$ cat src/rtl/dec_n_scan_if.sv
// Select/strobe bundle between a controller and dec_n_scan.
// master drives select/control; slave returns decoded lines, index and wrap pulse.
interface dec_n_scan_if #(
  parameter int SEL_W = 2
);
  localparam int OUT_W = 1 << SEL_W;

  logic             EN;
  logic             mode;
  logic [SEL_W-1:0] a;
  logic             load;
  logic [OUT_W-1:0] OUT;
  logic [SEL_W-1:0] idx;
  logic             wrap;

  modport master (
    output EN, mode, a, load,
    input  OUT, idx, wrap
  );

  modport slave (
    input  EN, mode, a, load,
    output OUT, idx, wrap
  );
endinterface

$ cat src/rtl/dec_n_scan.sv
// Registered SEL_W -> 2**SEL_W one-hot/one-cold decoder with prescaled auto-scan.
// One-cycle latency from a/EN/load to OUT/idx/wrap; no backpressure, input accepted every clock.
module dec_n_scan #(
  parameter int SEL_W      = 2,
  parameter int PRESCALE   = 4,
  parameter bit ACTIVE_LOW = 1'b0
) (
  input  logic        clk,
  input  logic        rst,
  dec_n_scan_if.slave bus
);
  localparam int                OUT_W     = 1 << SEL_W;
  localparam int                PCNT_W    = $clog2(PRESCALE) + 1;
  localparam logic [OUT_W-1:0]  IDLE      = {OUT_W{ACTIVE_LOW}};
  localparam logic [PCNT_W-1:0] PCNT_LAST = PCNT_W'(PRESCALE - 1);
  localparam logic [SEL_W-1:0]  IDX_MAX   = '1;

  logic [SEL_W-1:0]  idx_q;
  logic [SEL_W-1:0]  idx_nxt;
  logic [PCNT_W-1:0] pcnt_q;
  logic [PCNT_W-1:0] pcnt_nxt;
  logic              wrap_q;
  logic              wrap_nxt;
  logic [OUT_W-1:0]  out_q;

  // Next index is shared by idx and OUT so both move on the same edge.
  always_comb begin
    idx_nxt  = idx_q;
    pcnt_nxt = pcnt_q;
    wrap_nxt = 1'b0;
    if (bus.EN) begin
      if (!bus.mode || bus.load) begin
        idx_nxt  = bus.a;
        pcnt_nxt = '0;
      end else if (pcnt_q == PCNT_LAST) begin
        pcnt_nxt = '0;
        idx_nxt  = idx_q + SEL_W'(1);
        wrap_nxt = (idx_q == IDX_MAX);
      end else begin
        pcnt_nxt = pcnt_q + PCNT_W'(1);
      end
    end
  end

  always_ff @(posedge clk) begin
    if (rst) begin
      out_q  <= IDLE;
      idx_q  <= '0;
      pcnt_q <= '0;
      wrap_q <= 1'b0;
    end else begin
      idx_q  <= idx_nxt;
      pcnt_q <= pcnt_nxt;
      wrap_q <= wrap_nxt;
      out_q  <= bus.EN ? ((OUT_W'(1) << idx_nxt) ^ IDLE) : IDLE;
    end
  end

  assign bus.OUT  = out_q;
  assign bus.idx  = idx_q;
  assign bus.wrap = wrap_q;
endmodule

$ cat src/flat_wrapper.sv
// flat-port wrapper written by rule: the top's interface ports become plain ports
module dec_n_scan_flat 
#(
  parameter int SEL_W      = 2,
  parameter int PRESCALE   = 4,
  parameter bit ACTIVE_LOW = 1'b0
)
  (clk, rst, bus_EN, bus_mode, bus_a, bus_load, bus_OUT, bus_idx, bus_wrap);
  dec_n_scan_if #(.SEL_W(SEL_W)) bus_i ();
  input  logic clk;
  input  logic rst;
  input wire logic [$bits(bus_i.EN)-1:0] bus_EN;
  input wire logic [$bits(bus_i.mode)-1:0] bus_mode;
  input wire logic [$bits(bus_i.a)-1:0] bus_a;
  input wire logic [$bits(bus_i.load)-1:0] bus_load;
  output wire logic [$bits(bus_i.OUT)-1:0] bus_OUT;
  output wire logic [$bits(bus_i.idx)-1:0] bus_idx;
  output wire logic [$bits(bus_i.wrap)-1:0] bus_wrap;
  assign bus_i.EN = bus_EN;
  assign bus_i.mode = bus_mode;
  assign bus_i.a = bus_a;
  assign bus_i.load = bus_load;
  assign bus_OUT = bus_i.OUT;
  assign bus_idx = bus_i.idx;
  assign bus_wrap = bus_i.wrap;
  dec_n_scan #(.SEL_W(SEL_W), .PRESCALE(PRESCALE), .ACTIVE_LOW(ACTIVE_LOW)) u_core (.clk(clk), .rst(rst), .bus(bus_i));
endmodule
$ cat config.mk
export PLATFORM = sky130hd
export DESIGN_NAME = dec_n_scan_flat
export DESIGN_NICKNAME = d
export VERILOG_FILES = /design/src/rtl/dec_n_scan_if.sv /design/src/rtl/dec_n_scan.sv /design/src/flat_wrapper.sv
export SDC_FILE = /design/constraint.sdc
export NUM_CORES = 1
export LEC_CHECK = 0
export BUFFER_PORTS_ARGS = -buffer_cell sky130_fd_sc_hd__buf_4
export CAP_MARGIN = 5
export CORE_AREA = 2 2 39 41
export CTS_BUF_LIST = sky130_fd_sc_hd__clkbuf_4 sky130_fd_sc_hd__clkbuf_8 sky130_fd_sc_hd__clkbuf_16
export CTS_CLUSTER_SIZE = 40
export DETAILED_ROUTE_END_ITERATION = 6
export DIE_AREA = 0 0 41 43
export PLACE_DENSITY_LB_ADDON = 0.2
export SLEW_MARGIN = 20
export SYNTH_ARGS = -nofsm -noshare
export SYNTH_HDL_FRONTEND = slang
export SYNTH_SLANG_ARGS = --single-unit
$ cat constraint.sdc
create_clock -name clk -period 1.4 [get_ports clk]
set_input_delay 0.07 -clock clk [delete_from_list [all_inputs] [get_ports clk]]
set_output_delay 0.07 -clock clk [all_outputs]
set_load 0.03 [all_outputs]
==> metrics.yaml <==
status: "finished clean"
postCtsSetupBuffers: 0
synth_top_area_share_pct: 36.0
p_per_area_nw_per_um2: 941
antenna_found_initial: 0
wirelength_um: 1280
finalHoldViolCount: 0
synth_cell_type_count: 27
relSlewSlack_pct: 79.8
yosys_warnings: 0
post_synth.cell_area_avg_um2: 8.98
synth_edf_count: 0
path_max_fanout: 5
fin_skew_ns: 0.00413
drc: 0
final_core_util_pct: 53.5
coreArea_um2: 1380
track_usage_pct: 18.7
startpoint_type: "register"
period_share_pct: 93.8
cts_root_buf: "clkbuf_4"
grt_max_degree: 13
fmax_ghz: 0.761
hold_depth: 2
setup_ws_ns: 0.0865
rr_worst_depth: 5
die_h_um: 43
critical_path_class: "register to register"
place.gp.congestion: 0.863
switching_share_pct: 26.8
insertion_delay_ns: 0.28
drt_first_pass_iters: 4
end_kind: "register"
rsz0062_at_grt: "false"
switching_power_mw: 0.187
synth_cells: 62
final.setup.tns_ns: 0
ios: 14
required_ns: 1.57
synth-seq-cells: 10
io_buffers: 13
routedWlPerCell_um: 13.2
clock_power_share_pct: 39.1
die_w_um: 41
diodes: 0
dpl-instance-area_um2: 688
rows: 14
drive_gt1_share_pct: 35.8
clk_pin_slew_ns: 0.07
cts_buffers: 3
leakage_nw: 0.307
seq_power_share_pct: 42.9
cts_tree: "built"
gr-total-overflow: 0
area_growth_pct: 33.0
vias: 561
synth_common_cells: "dfxtp_1, a21oi_1, nand2b_1"
viasPerCell: 5.78
synth.most_common_cell: "dfxtp_1"
cts.sinks: 10
cap_violations: 0
ys_seq_area_share_pct: 36.0
synth_fp_nets: 71
pre_cts_slack_ns: 0.0289
hp-class: "primary input to register"
first_iter_violations: 5
final_area_um2: 741
peakVddDrop_mv: 0.450
maxSlewViolCount: 0
synthFlopType: "dfxtp_1"
detail-route-antenna-nets: 0
syn_area_um2: 557
fp.dieArea_um2: 1760
setup_violations: 0
cp.arrival_ns: 1.48
postSynth.asyncResetShare_pct: 0
synth_area_leaders: "dfxtp_1, nand2b_1, a21oi_1"
cts_max_level: 1
comb_power_share_pct: 18.0
hpwl_um: 882
ctsLongestPathBuffers: 2
worstMarginPinSlew_ns: 0.299
grt_pass1_vias: 504
post-route-min-period_ns: 1.31
nNetsFinal: 91
start_util_pct: 40.2
p_int_mw: 0.510
yosys.area.top_type: "dfxtp_1"
grt_pass1_wl_um: 2170
[placed cells by master (no fill, tap or decap), drive strengths merged]
master       netlist  routed
a21oi              7       7
a311o              1       1
a311oi             2       2
a31oi              1       1
and3b              1       1
and4b              2       2
and4bb             2       2
buf                4      18
clkbuf             0       4
dfxtp             10      10
dlygate4sd3        0       1
ha                 2       2
inv                2       2
nand2              2       2
nand2b             6       6
nand3              1       1
nand3b             1       1
nand4b             2       2
nor2               2       2
nor2b              3       3
nor3               3       3
nor4b              1       1
o21ai              3       3
o22a               1       1
o22ai              1       1
o41ai              1       1
or3b               1       1
[sequential cells by signal (all words and copies together) (netlist names)]
signal / flops
u_core.bus.OUT: 4
u_core.bus.wrap: 1
u_core.pcnt_q: 3
u_core.bus.idx: 2
[area by class of cell]
type | instances | area [µm²]
tap | 16 | 20.0
sequential | 10 | 203
multi-input combinational | 46 | 329
timing repair buffer | 19 | 145
clock buffer | 4 | 36.3
inverter | 2 | 7.51
fill | 138 | 643
[path summary, 6_finish.rpt]
kind / slack (ns) / start / end
worst max-delay path: 0.09 / u_core.pcnt_q[0] / u_core.bus.OUT[3]
worst min-delay path: 0.07 / bus_a[0] / u_core.bus.idx[0]
worst max register to register: 0.09 / u_core.pcnt_q[0] / u_core.bus.OUT[3]
worst min register to register: 0.48 / u_core.pcnt_q[1] / u_core.pcnt_q[1]
[kinds of logic after synthesis]
logic type | Yosys count | share of synthesized area (%)
DFF | 10 | 36.0
and+or+nand+nor | 27 | 34.2
AOI/OAI and AO/OA | 17 | 19.3
adders and majority gates | 2 | 4.49
buffers and inverters | 6 | 6.07
[power groups by stage]
stage / combinational, mW / clock, mW / sequential (mW)
final: 0.125 / 0.272 / 0.299
after global routing: 0.138 / 0.292 / 0.301
after CTS: 0.124 / 0.282 / 0.299
after detailed placement: 0.121 / 0 / 0.306
after global placement: 0.120 / 0 / 0.306
after floorplan: 0.0528 / 0 / 0.325
[routing by layer]
layer / global-route usage [%] / vias to the layer above / wire, µm
met4: 16.0 / 0 / 48
met3: 3.14 / 5 / 51
met5: 0 / - / 0
met1: 24.2 / 273 / 568
li1: - / 271 / -
met2: 25.3 / 12 / 611
[per-stage QoR]
stage	hold WS, ns	instances	total power [mW]
detailed placement	0.299	92	0.427
global route	0.0872	97	0.731
global placement	0.295	92	0.426
finish	0.0679	97	0.697
CTS	0.0608	97	0.705
floorplan	0.139	62	0.378
[worst max-delay path, cell delays in order (launching register included)]
cell,delay [ns]
dfxtp_1,0.35
ha_1,0.19
nand2b_1,0.13
buf_4,0.19
a311oi_2,0.27
nor3_1,0.07
[what timing repair did]
item	4_1_cts	5_1_grt
setup endpoints to repair	0	1
endpoints found under the hold margin	2	0
gates resized for setup	0	1
hold buffers	1	0
(Power assumes the default switching activity.)
